## src/rtl/alu_seq_pkg.sv

```systemverilog
`default_nettype none
// ============================================================================
// Module      : alu_seq_pkg
// Description : Shared types for the handshaked sequential ALU. Holds the
//               opcode and FSM state encodings and the iteration-count helper
//               used by the multiplier and the divider.
// Revision    : 1.0 - initial release
// ============================================================================
package alu_seq_pkg;

    // Iteration count of the default 8-bit build. The core derives its own
    // count from WIDTH through iter_count() so every width stays consistent.
    localparam int c_default_iter = 8;

    typedef enum logic [2:0] {
        OP_ADD = 3'b000,
        OP_SUB = 3'b001,
        OP_AND = 3'b010,
        OP_DIV = 3'b011,
        OP_OR  = 3'b100,
        OP_MUL = 3'b101,
        OP_XOR = 3'b110,
        OP_LTU = 3'b111
    } op_t;

    typedef enum logic [1:0] {
        IDLE = 2'd0,
        MUL  = 2'd1,
        DIV  = 2'd2,
        DONE = 2'd3
    } state_t;

    // One partial product / quotient bit per cycle: iterations equal width.
    function automatic int iter_count(input int width);
        return width;
    endfunction

endpackage
`default_nettype wire

```

## src/rtl/alu_seq_divider.sv

```systemverilog
`default_nettype none
// ============================================================================
// Module      : alu_seq_divider
// Description : Iterative restoring divider, one quotient bit per cycle.
//               The first bit is produced on the start edge itself, so done
//               pulses for one cycle WIDTH cycles after start, with quotient
//               final and held until the next start. Built only when
//               ALU_SEQ_DIV_EN is defined.
// Ports       : clk, rst      - clock, synchronous active-high reset
//               start         - load dividend/divisor and begin
//               dividend      - unsigned dividend
//               divisor       - unsigned divisor (caller guarantees non-zero)
//               busy          - iterations in progress
//               done          - one-cycle pulse, quotient valid
//               quotient      - unsigned quotient
// Revision    : 1.0 - initial release
// ============================================================================
module alu_seq_divider #(
    parameter int WIDTH = 8
) (
    input  logic             clk,
    input  logic             rst,
    input  logic             start,
    input  logic [WIDTH-1:0] dividend,
    input  logic [WIDTH-1:0] divisor,
    output logic             busy,
    output logic             done,
    output logic [WIDTH-1:0] quotient
);

    localparam int                 c_cnt_w = $clog2(WIDTH);
    localparam logic [c_cnt_w-1:0] c_last  = c_cnt_w'(WIDTH - 1);

    logic [WIDTH-1:0]   r_rem;
    logic [WIDTH-1:0]   r_quo;
    logic [WIDTH-1:0]   r_div;
    logic [c_cnt_w-1:0] r_cnt;
    logic               r_busy;
    logic               r_done;

    logic [WIDTH-1:0]   w_rem_in;
    logic [WIDTH-1:0]   w_quo_in;
    logic [WIDTH-1:0]   w_div_in;
    logic [WIDTH:0]     w_shift;
    logic [WIDTH+1:0]   w_trial;
    logic               w_fits;
    logic [WIDTH-1:0]   w_rem_next;
    logic [WIDTH-1:0]   w_quo_next;
    logic               w_unused;

    // On start the step works straight from the operands, saving one cycle.
    assign w_rem_in = start ? '0       : r_rem;
    assign w_quo_in = start ? dividend : r_quo;
    assign w_div_in = start ? divisor  : r_div;

    // Shift the next dividend bit into the partial remainder and try the
    // subtraction; a clear sign bit means the divisor fits.
    assign w_shift    = {w_rem_in, w_quo_in[WIDTH-1]};
    assign w_trial    = {1'b0, w_shift} - {2'b00, w_div_in};
    assign w_fits     = ~w_trial[WIDTH+1];
    // A restored or reduced remainder is always below the divisor, so the
    // top bit of the difference is never needed.
    assign w_rem_next = w_fits ? w_trial[WIDTH-1:0] : w_shift[WIDTH-1:0];
    assign w_quo_next = {w_quo_in[WIDTH-2:0], w_fits};
    assign w_unused   = w_trial[WIDTH];

    always_ff @(posedge clk) begin
        if (rst) begin
            r_rem  <= '0;
            r_quo  <= '0;
            r_div  <= '0;
            r_cnt  <= '0;
            r_busy <= 1'b0;
            r_done <= 1'b0;
        end else begin
            r_done <= 1'b0;
            if (start) begin
                r_rem  <= w_rem_next;
                r_quo  <= w_quo_next;
                r_div  <= divisor;
                r_cnt  <= c_cnt_w'(1);
                r_busy <= 1'b1;
            end else if (r_busy) begin
                r_rem <= w_rem_next;
                r_quo <= w_quo_next;
                r_cnt <= r_cnt + 1'b1;
                if (r_cnt == c_last) begin
                    r_busy <= 1'b0;
                    r_done <= 1'b1;
                end
            end
        end
    end

    assign busy     = r_busy;
    assign done     = r_done;
    assign quotient = r_quo;

endmodule
`default_nettype wire

```

## src/rtl/alu_seq_core.sv

```systemverilog
`default_nettype none
// ============================================================================
// Module      : alu_seq_core
// Description : Handshaked sequential ALU. One operation at a time enters on
//               a valid/ready port; the registered result and flags leave on
//               a valid/ready port. Logic/add ops finish in one cycle, MUL
//               (inline shift-add) and DIV (alu_seq_divider) take WIDTH
//               iteration cycles.
//               Build option ALU_SEQ_DIV_EN: when defined the divider is
//               built; otherwise op 011 is unsupported and returns err=1.
// Ports       : clk, rst                 - clock, sync active-high reset
//               in_valid/in_ready        - request handshake
//               op, a, b                 - opcode and unsigned operands
//               out_valid/out_ready      - result handshake
//               result, zero, carry, err - registered result and flags
// Revision    : 1.0 - initial release
// ============================================================================
module alu_seq_core
    import alu_seq_pkg::*;
#(
    parameter int WIDTH = 8
) (
    input  logic             clk,
    input  logic             rst,
    input  logic             in_valid,
    output logic             in_ready,
    input  logic [2:0]       op,
    input  logic [WIDTH-1:0] a,
    input  logic [WIDTH-1:0] b,
    output logic             out_valid,
    input  logic             out_ready,
    output logic [WIDTH-1:0] result,
    output logic             zero,
    output logic             carry,
    output logic             err
);

    localparam int                 c_iter  = iter_count(WIDTH);
    localparam int                 c_cnt_w = $clog2(c_iter);
    localparam logic [c_cnt_w-1:0] c_last  = c_cnt_w'(c_iter - 1);

    state_t             r_state;
    state_t             w_state_next;
    op_t                w_op;
    logic               w_accept;
    logic               w_sc_op;

    logic [WIDTH:0]     w_sum;
    logic [WIDTH:0]     w_diff;
    logic [WIDTH-1:0]   w_sc_result;
    logic               w_sc_carry;
    logic               w_sc_err;

    logic [2*WIDTH-1:0] r_acc;
    logic [2*WIDTH-1:0] r_mcand;
    logic [WIDTH-1:0]   r_mplier;
    logic [c_cnt_w-1:0] r_cnt;
    logic [2*WIDTH-1:0] w_acc_next;
    logic               w_mul_last;

    logic [WIDTH-1:0]   r_result;
    logic               r_zero;
    logic               r_carry;
    logic               r_err;

    assign w_op      = op_t'(op);
    assign in_ready  = (r_state == IDLE) && !rst;
    assign w_accept  = in_valid && in_ready;
    assign out_valid = (r_state == DONE);

`ifdef ALU_SEQ_DIV_EN
    logic             w_div_start;
    logic             w_div_busy;
    logic             w_div_done;
    logic [WIDTH-1:0] w_div_quo;

    assign w_div_start = w_accept && (w_op == OP_DIV) && (b != '0);

    alu_seq_divider #(
        .WIDTH    (WIDTH)
    ) u_divider (
        .clk      (clk),
        .rst      (rst),
        .start    (w_div_start),
        .dividend (a),
        .divisor  (b),
        .busy     (w_div_busy),
        .done     (w_div_done),
        .quotient (w_div_quo)
    );

    // Divide by zero never enters the divider; it completes like a logic op.
    assign w_sc_op = (w_op != OP_MUL) && !((w_op == OP_DIV) && (b != '0));
`else
    assign w_sc_op = (w_op != OP_MUL);
`endif

    // ------------------------------------------------------------------
    // Single-cycle results, computed from the live operands and captured
    // on the accepting edge.
    // ------------------------------------------------------------------
    assign w_sum  = {1'b0, a} + {1'b0, b};
    assign w_diff = {1'b0, a} - {1'b0, b};

    always_comb begin
        w_sc_result = '0;
        w_sc_carry  = 1'b0;
        w_sc_err    = 1'b0;
        case (w_op)
            OP_ADD: begin
                w_sc_result = w_sum[WIDTH-1:0];
                w_sc_carry  = w_sum[WIDTH];
            end
            OP_SUB: begin
                // Bit WIDTH of the wide difference is the borrow (a < b).
                w_sc_result = w_diff[WIDTH-1:0];
                w_sc_carry  = w_diff[WIDTH];
            end
            OP_AND: w_sc_result = a & b;
            OP_OR:  w_sc_result = a | b;
            OP_XOR: w_sc_result = a ^ b;
            OP_LTU: w_sc_result = WIDTH'(a < b);
`ifdef ALU_SEQ_DIV_EN
            OP_DIV: begin
                // Only reaches the outputs for b == 0.
                w_sc_result = '1;
                w_sc_err    = 1'b1;
            end
`else
            OP_DIV: w_sc_err = 1'b1;
`endif
            default: ;
        endcase
    end

    // ------------------------------------------------------------------
    // FSM
    // ------------------------------------------------------------------
    always_ff @(posedge clk) begin
        if (rst) begin
            r_state <= IDLE;
        end else begin
            r_state <= w_state_next;
        end
    end

    assign w_mul_last = (r_cnt == c_last);

    always_comb begin
        w_state_next = r_state;
        case (r_state)
            IDLE: begin
                if (w_accept) begin
                    if (w_op == OP_MUL) begin
                        w_state_next = MUL;
                    end else if (w_sc_op) begin
                        w_state_next = DONE;
                    end else begin
                        w_state_next = DIV;
                    end
                end
            end
            MUL: begin
                if (w_mul_last) begin
                    w_state_next = DONE;
                end
            end
            DIV: begin
`ifdef ALU_SEQ_DIV_EN
                if (w_div_done && !w_div_busy) begin
                    w_state_next = DONE;
                end
`else
                w_state_next = IDLE;
`endif
            end
            DONE: begin
                if (out_ready) begin
                    w_state_next = IDLE;
                end
            end
            default: w_state_next = IDLE;
        endcase
    end

    // ------------------------------------------------------------------
    // Datapath: operand capture, shift-add multiplier, output registers.
    // Outputs only change on entry to DONE, so they hold through backpressure.
    // ------------------------------------------------------------------
    assign w_acc_next = r_acc + (r_mplier[0] ? r_mcand : '0);

    always_ff @(posedge clk) begin
        if (rst) begin
            r_acc    <= '0;
            r_mcand  <= '0;
            r_mplier <= '0;
            r_cnt    <= '0;
            r_result <= '0;
            r_zero   <= 1'b0;
            r_carry  <= 1'b0;
            r_err    <= 1'b0;
        end else begin
            case (r_state)
                IDLE: begin
                    if (w_accept) begin
                        r_acc    <= '0;
                        r_mcand  <= {{WIDTH{1'b0}}, a};
                        r_mplier <= b;
                        r_cnt    <= '0;
                        if (w_sc_op) begin
                            r_result <= w_sc_result;
                            r_zero   <= (w_sc_result == '0);
                            r_carry  <= w_sc_carry;
                            r_err    <= w_sc_err;
                        end
                    end
                end
                MUL: begin
                    r_acc    <= w_acc_next;
                    r_mcand  <= r_mcand << 1;
                    r_mplier <= r_mplier >> 1;
                    r_cnt    <= r_cnt + 1'b1;
                    if (w_mul_last) begin
                        r_result <= w_acc_next[WIDTH-1:0];
                        r_zero   <= (w_acc_next[WIDTH-1:0] == '0);
                        r_carry  <= |w_acc_next[2*WIDTH-1:WIDTH];
                        r_err    <= 1'b0;
                    end
                end
                DIV: begin
`ifdef ALU_SEQ_DIV_EN
                    if (w_div_done) begin
                        r_result <= w_div_quo;
                        r_zero   <= (w_div_quo == '0);
                        r_carry  <= 1'b0;
                        r_err    <= 1'b0;
                    end
`endif
                end
                default: ;
            endcase
        end
    end

    assign result = r_result;
    assign zero   = r_zero;
    assign carry  = r_carry;
    assign err    = r_err;

endmodule
`default_nettype wire

```

## config.mk

```make
export PLATFORM = sky130hd
export DESIGN_NAME = alu_seq_core
export DESIGN_NICKNAME = d
export VERILOG_FILES = /design/src/rtl/alu_seq_pkg.sv /design/src/rtl/alu_seq_divider.sv /design/src/rtl/alu_seq_core.sv
export SDC_FILE = /design/constraint.sdc
export NUM_CORES = 1
export LEC_CHECK = 0
export CAP_MARGIN = 20
export CORE_ASPECT_RATIO = 1.75
export CORE_MARGIN = 2
export CORE_UTILIZATION = 64
export DETAILED_ROUTE_END_ITERATION = 10
export PLACE_DENSITY = 0.95
export SLEW_MARGIN = 20
export SYNTH_ARGS = -nofsm -noshare
export SYNTH_HDL_FRONTEND = slang
export SYNTH_HIERARCHICAL = 1
export SYNTH_SLANG_ARGS = --single-unit
```

## constraint.sdc

```tcl
create_clock -name clk -period 7.1 [get_ports clk]
set_input_delay 1.775 -clock clk [delete_from_list [all_inputs] [get_ports clk]]
set_output_delay 1.775 -clock clk [all_outputs]
set_load 0.02 [all_outputs]
```

== After elaboration in Yosys (flattened, before gate mapping) ==
Cells that the tools add are included.

* Flip-flop bits (word level): 56
* Latch bits: 0
* Bits in writable memories: 0
* Memory bits (read-only): 0
* Input bits: 23
* Output and inout port bits: 13
* Word-level logic and storage cells: 79
* Memories: 0

* Add/subtract/negate cells: 4
* $mul: 0
* Div/mod/pow operators: 0
* Order comparisons: 1
* Eq/ne operators: 16
* Shift operators: 0
* Mux-type cells: 34
* Bitwise operators: 3
* Reduce and logical (&&, ||, !) cells: 12

{| class="wikitable"
|+ Operators by type and width
! operator !! number
|-
| $pmux W16 S2 || 2
|-
| $mux W16 || 3
|-
| $pmux W8 S6 || 1
|-
| $mux W8 || 4
|-
| $pmux W8 S2 || 2
|-
| $add A16 B16 Y16 || 1
|-
| $logic_not A8 Y1 || 2
|-
| $eq A3 B3 Y1 const B || 5
|-
| $mux W1 || 11
|-
| $add A8 B8 Y9 || 1
|-
| $sub A8 B8 Y9 || 1
|-
| $and A8 B8 Y8 || 1
|-
| $lt A8 B8 Y1 || 1
|-
| $mux W2 || 4
|-
| $or A8 B8 Y8 || 1
|-
| $pmux W1 S2 || 4
|-
| $pmux W2 S4 || 1
|-
| $reduce_or A8 Y1 || 1
|-
| $xor A8 B8 Y8 || 1
|-
| $eq A3 B2 Y1 const B || 2
|-
| $ne A2 B2 Y1 const B || 3
|-
| $pmux W3 S2 || 1
|-
| $eq A2 B2 Y1 const B || 2
|-
| $reduce_and A4 Y1 || 1
|-
| 13 further kinds || 14
|}

== Depth between registers and ports, before layout ==
Gate-level depths: netlist of the first run.

* Word-level depth: 6
* Mapped depth: 11
* Gate-level depth less buffers: 11

== Least setup slack after synthesis of the first run ==
No wires, ideal clock.

* Path type: input port to output port
* Start point: input rst
* End point: output in_ready
* Data arrival time: 2.278 ns
* Data required time: 5.325 ns
* Path slack: 3.047 ns
* Stages: 1
* Path buffers: 0
* Path through: nor3_1

* Word-level cells in the longest chain between the ends: 2

{| class="wikitable"
|+ RTL lines
! item !! RTL line !! RTL
|-
| from (decl) || alu_seq_core.sv:24 || <nowiki>input logic rst,</nowiki>
|-
| $logic_not A1 Y1 || alu_seq_core.sv:67 || <nowiki>assign in_ready = (r_state == IDLE) && !rst;</nowiki>
|-
| $logic_and A1 B1 Y1 || alu_seq_core.sv:67 ||
|-
| to (decl) || alu_seq_core.sv:26 || <nowiki>output logic in_ready,</nowiki>
|}

No other way between the ends.

== Worst setup path in the final report of the first run ==
Same ends and word-level chain as after synthesis.

==> results of run 1 <==
[layer usage]
layer	track usage, %	vias up	part of all wire (%)	routed length (um)
met5	0	-	0	0
met4	19.86	0	5.4	645
met3	3.206	50	5.4	645
met2	59.60	225	54	6430
met1	33.97	2047	35	4205
li1	-	2012	-	-
[cell usage after synthesis (7+ instances only)]
cell type / number / area [sq um]
nor3_1: 11 / 55.05
a211oi_1: 26 / 195.2
nor2_1: 68 / 255.2
nor2b_1: 7 / 43.79
a21oi_1: 61 / 305.3
and2_1: 17 / 106.4
dfxtp_1: 56 / 1121
a21o_1: 7 / 52.55
nand2_1: 37 / 138.9
xnor2_1: 12 / 105.1
o21ai_0: 19 / 95.09
clkbuf_1: 23 / 86.33
nand3_1: 26 / 130.1
inv_1: 27 / 101.4
ha_1: 41 / 513.0
o211ai_1: 7 / 52.55
[stage by stage]
| stage | hold WS (ns) | total power (W) |
|---|---|---|
| after global routing | 0.4963 | 0.0008476 |
| after detailed placement | 0.4564 | 0.0005386 |
| after global placement | 0.4504 | 0.0005302 |
| after floorplan | 0.4405 | 0.0004785 |
| after CTS | 0.4669 | 0.0008156 |
| final | 0.4708 | 0.0008214 |
[kinds of logic (layout without fill, tap and decap cells)]
logic type                 count (synthesis)  after routing  share of synthesized area (%)
and+or+nand+nor                          206            206                          23.53
AOI/OAI and AO/OA                        167            167                          26.58
buffers and inverters                     60             72                          5.572
DFF                                       56             56                          26.00
adders and majority gates                 44             44                          13.29
xor gates and xnor gates                  15             15                          3.047
muxes                                      6              6                          1.973
[registers in the layout, summed over array words and instances (netlist names)]
| signal | count |
|---|---|
| r_acc | 16 |
| r_mcand | 16 |
| r_mplier | 8 |
| result | 8 |
| r_cnt | 3 |
| r_state | 2 |
| carry | 1 |
| err | 1 |
| zero | 1 |
[worst register-to-register path, delay by kind of cell (launching register included)]
| family | cells | cell delay [ns] |
|---|---|---|
| AOI/OAI and AO/OA | 5 | 1.64 |
| and+or+nand+nor | 3 | 0.52 |
| DFF | 1 | 0.69 |
| adders and majority gates | 1 | 0.29 |
[area by class of cell]
cell class | instances | area (sq um)
flip-flops and latches | 56 | 1121
well taps | 82 | 102.6
clock inverters | 2 | 38.79
clock buffers | 6 | 128.9
inverters | 27 | 101.3
fillers | 494 | 1734
repair buffers | 37 | 360.3
multi-input cells | 438 | 2952
[power by group through the flow]
stage	clock network, W	registers (W)	logic [W]
after floorplan	0	0.000348	0.000131
final	0.000282	0.000343	0.000196
after global routing	0.000293	0.000344	0.000210
after CTS	0.000282	0.000342	0.000191
after global placement	0	0.000348	0.000182
after detailed placement	0	0.000349	0.000189
[worst max-delay path by stage]
stage / from / endpoint / slack [ns]
after floorplan: rst / in_ready / 3.05
after global placement: rst / in_ready / 2.25
after detailed placement: rst / in_ready / 2.26
after CTS: rst / in_ready / 2.26
after global routing: rst / in_ready / 2.19
final: rst / in_ready / 2.24
==> run_results.csv, run 1 <==
group,metric,value,unit
outcome,outcome,"completed",
clock_tree,clkTransAtPathRegs,0.07,ns
finish,mostFrequentLayoutCells,"nor2_1, a21oi_1, dfxtp_1, ha_1, nand2_1",
worst_setup_path,cp.arrival,3.09,ns
worst_setup_path,crit_chain,"buf_2, buf_4, nor3_1, clkdlybuf4s50_1",
floorplan,start_util,65.94,%
worst_setup_path,r2r_end,"r_acc[15]$_SDFFE_PP0P_",
finish,layout-drive-gt1-share,5.124,%
placed_design,hpwl,8.693,mm
global_routing,gr-total-overflow,0,
finish,fin_nets,632,
synthesis,ys_types,64,
global_routing,grt_start_max_net_pins,62,
timing,slew_headroom,26.74,%
worst_setup_path,end_kind,"output port",
clock_tree,cts_sinks,56,
timing,hold_viol_final,0,
placed_design,place_congestion,0.9667,
finish,final_util,73.48,%
worst_setup_path,cp_top_family,"buffers and inverters",
timing,skew,0.006590,ns
timing,finalCritPeriodShare,68.46,%
worst_setup_path,r2r-start,"r_mplier[0]$_SDFFE_PP0P_",
worst_setup_path,cp-start-kind,"input port",
clock_tree,postCtsResizedCells,0,
floorplan,die_width,66.05,um
route,viasPerCell,6.688,
pwr,ir_drop,0.1064,mV
synthesis,yosys_most_used_dff,"dfxtp_1",
placed_design,dp_slack,2.264,ns
worst_setup_path,worst-path-buf-inv,3,
global_routing,grtUsageTotal,32.42,%
finish,antenna_cells,0,
pwr,switching_share,30.32,%
clock_tree,post_cts_buffers,0,
pwr,switchingPower,0.0002491,W
timing,setup-violations-final,0,
clock_tree,cts_root_buffer,"clkbuf_16",
clock_tree,cts_buffers,5,
route,drt_iter0_markers,297,
worst_setup_path,crit_fanout,59,
synthesis,avgSynthCellArea,7.783,sq um
min_path,hp-class,"reg2reg",
timing,fin_setup_tns,0,ns
clock_tree,htree_levels,2,
min_path,whs_endpoint,"r_mcand[11]$_SDFFE_PP0P_",
synthesis,syn_nets,621,
synthesis,ys_ff_latch,56,
min_path,holdPathStages,2,
worst_setup_path,cp_num_cells,4,
worst_setup_path,path_class,"in2out",
placed_design,io_buffers,35,
pwr,seqPwrFrac,41.8,%
worst_setup_path,slowest_delay,0.65,ns
pwr,p_per_area,171.0,mW/mm^2
synthesis,synthCells,554,
placed_design,dp_cells,640,
synthesis,synth_edf_count,0,
floorplan,ios,36,
placed_design,place_area,0.004637,sq mm
route,ant_nets,0,
floorplan,die_area,0.007435,sq mm
route,avgRoutedWirePerCell,18.40,um
global_routing,first_global_vias,4120,
finish,stdcell_area,0.004805,sq mm
route,via_count,4334,
pwr,clkPwrFrac,34.4,%
route,routed_wl,11.93,mm
clock_tree,insertion_delay,0.30,ns
floorplan,fp.dieH,112.6,um
finish,final-instance-count-excl-fill,648,
finish,area_growth,11.43,%
pwr,power_frac_comb,23.9,%
timing,max_freq,205.7,MHz
clock_tree,cts_tree,"built",
timing,rsz0062_at_grt,"false",
clock_tree,hold_buffers,0,
run,maxCapViolCount,0,
worst_setup_path,cp_slowest_cell,"clkdlybuf4s50_1",
global_routing,grt_pass1_wl,18.91,mm
worst_setup_path,cp.required,5.33,ns
min_path,worstHoldStart,"r_mcand[10]$_SDFFE_PP0P_",
floorplan,core_area,0.006539,sq mm
synthesis,synthesis.area,0.004312,sq mm
global_routing,grt_antenna_before_repair,0,
synthesis,ys_warn_count,6,
pwr,p_int,0.0005724,W
timing,max_slew.worst_pin.slew,1.099,ns
timing,slew_violations,0,
worst_setup_path,rrSetupSlack,3.89,ns
floorplan,rows,39,
route,route.detailed.drc,0,
timing,period_needed,4.861,ns
clock_tree,cts.path.max_buffers,2,
pwr,leakagePower,1.957,nW
finish,final_common_cell,"nor2_1",
synthesis,ys_async_sr_fraction,0,%
timing,finalWorstSetupSlack,2.239,ns
route,first_pass_iters,6,
worst_setup_path,rr_worst_depth,9,
synthesis,seq_area_frac_synth,26.00,%
(Power assumes the default switching activity.)
==> inputs of run 2 (changes only) <==
CORE_UTILIZATION = 59   (was 64)
PLACE_DENSITY = 0.9   (was 0.95)
clock period = 4.57 ns   (was 7.1 ns; I/O delays follow)
==> run_results.csv, run 2 (synthesis gave the netlist of run 1 again) <==
group,metric,value,unit
placed_design,place_congestion,0.9566,
floorplan,die_area,0.008034,sq mm
placed_design,place_area,0.004679,sq mm
clock_tree,postCtsResizedCells,0,
worst_setup_path,cp-start-kind,"input port",
worst_setup_path,r2r-start,"r_mplier[0]$_SDFFE_PP0P_",
timing,finalCritPeriodShare,81.64,%
min_path,hp-class,"reg2reg",
worst_setup_path,crit_fanout,4,
timing,period_needed,3.731,ns
timing,setup-violations-final,0,
global_routing,gr-total-overflow,0,
timing,skew,0.008685,ns
worst_setup_path,path_class,"in2reg",
route,met3WireLength,547,um
timing,fin_setup_tns,0,ns
worst_setup_path,rrSetupSlack,1.25,ns
route,dr_wl_met2,6.494,mm
global_routing,grt_pass1_wl,20.20,mm
clock_tree,cts_buffers,5,
route,via_count,4314,
finish,fill_cells,598,
route,top_layer,"met4",
worst_setup_path,cp.arrival,3.93,ns
route,routed_wl,12.34,mm
worst_setup_path,end_kind,"register",
finish,final_common_cell,"nor2_1",
pwr,leakagePower,1.967,nW
clock_tree,cts_tree,"built",
timing,slew_headroom,51.68,%
route,viasPerCell,6.566,
timing,max_slew.worst_pin.slew,0.7248,ns
worst_setup_path,crit_start,"b[0]",
min_path,worstHoldStart,"result[2]$_SDFFE_PP0P_",
finish,mostFrequentLayoutCells,"nor2_1, a21oi_1, dfxtp_1, ha_1, nand2_1",
placed_design,hpwl,9.321,mm
worst_setup_path,cp.required,4.77,ns
placed_design,io_buffers,35,
global_routing,grt_antenna_before_repair,0,
floorplan,rows,41,
timing,max_freq,268.0,MHz
worst_setup_path,rr_worst_depth,10,
timing,rsz0062_at_grt,"false",
global_routing,grt_start_max_net_pins,54,
floorplan,ios,36,
pwr,power,0.001220,W
clock_tree,cts_sinks,56,
route,ant_nets,0,
route,wl_met1,4.322,mm
timing,whs,0.4616,ns
outcome,outcome,"completed",
floorplan,core_area,0.007131,sq mm
clock_tree,insertion_delay,0.30,ns
timing,slew_violations,0,
finish,stdcell_area,0.004821,sq mm
route,drt_iter0_markers,400,
finish,fin_nets,637,
global_routing,first_global_vias,4327,
clock_tree,htree_levels,2,
floorplan,fp.dieH,117.1,um
route,avgRoutedWirePerCell,18.78,um
clock_tree,clkTransAtPathRegs,0.07,ns
pwr,p_per_area,253.1,mW/mm^2
clock_tree,hold_buffers,0,
finish,antenna_cells,0,
finish,final_util,67.61,%
pwr,ir_drop,0.1483,mV
run,maxCapViolCount,0,
finish,largestRegisters,"r_acc (16), r_mcand (16)",
min_path,holdPathStages,2,
finish,area_growth,11.81,%
clock_tree,cts_root_buffer,"clkbuf_16",
route,first_pass_iters,5,
clock_tree,post_cts_buffers,0,
worst_setup_path,r2r_end,"carry$_SDFFE_PP0P_",
floorplan,die_width,68.62,um
timing,hold_viol_final,0,
global_routing,grtUsageTotal,33.06,%
floorplan,start_util,60.47,%
route,route.detailed.drc,0,
clock_tree,cts.path.max_buffers,2,
finish,layout-drive-gt1-share,5.779,%
min_path,whs_endpoint,"result[2]$_SDFFE_PP0P_",
run 2: cell count changes in the layout (fill, tap and decap cells not counted), sizes merged:
cell / delta
buf: +5
bufinv: -1
clkbuf: +1
clkinv: +1
inv: -1
run 2: worst max-delay path, cell delays in order:
cell and delay [ns]:
clkdlybuf4s50_1 0.45, ha_1 0.26, fa_1 0.46, a211oi_1 0.31
o21bai_1 0.12, a21oi_1 0.26, nor4_1 0.08, nor4_1 0.50
nand3_1 0.14, o32ai_1 0.22
run 2: how the worst max path moves through the flow:
stage                             end  slack [ns]  cells after the start
floorplan           zero$_SDFFE_PP0P_        1.46                      9
global placement    zero$_SDFFE_PP0P_        0.69                     10
detailed placement  zero$_SDFFE_PP0P_        0.60                     10
CTS                 zero$_SDFFE_PP0P_        0.89                     10
global route        zero$_SDFFE_PP0P_        0.63                     10
finish              zero$_SDFFE_PP0P_        0.84                     10
run 2: layout make-up:
cell class | instances | area (sq um) | share of cell area, %
Multi-Input combinational cell | 438 | 2952 | 61.23
Sequential cell | 56 | 1121 | 23.25
Timing Repair Buffer | 42 | 397.9 | 8.253
Clock buffer | 7 | 132.6 | 2.751
Tap cell | 86 | 107.6 | 2.232
Inverter | 27 | 101.3 | 2.102
Clock inverter | 1 | 8.758 | 0.1817
run 2: power by group:
| group | switching, W | internal (W) |
|---|---|---|
| Combinational | 0.000189 | 0.000119 |
| Clock | 0.000175 | 0.000205 |
| Sequential | 0.0000216 | 0.000511 |
| Total | 0.000385 | 0.000835 |
run 2: layer usage:
metal	GRT usage, %	vias up
met5	0	-
met4	24.80	0
met3	5.832	75
met2	59.23	171
met1	32.21	2042
li1	-	2026
run 2: through the flow:
stage | std cells | worst slack (ns)
floorplan | 554 | 1.457
global route | 657 | 0.6287
finish | 657 | 0.8391
detailed placement | 649 | 0.5998
CTS | 657 | 0.8895
global placement | 649 | 0.6875
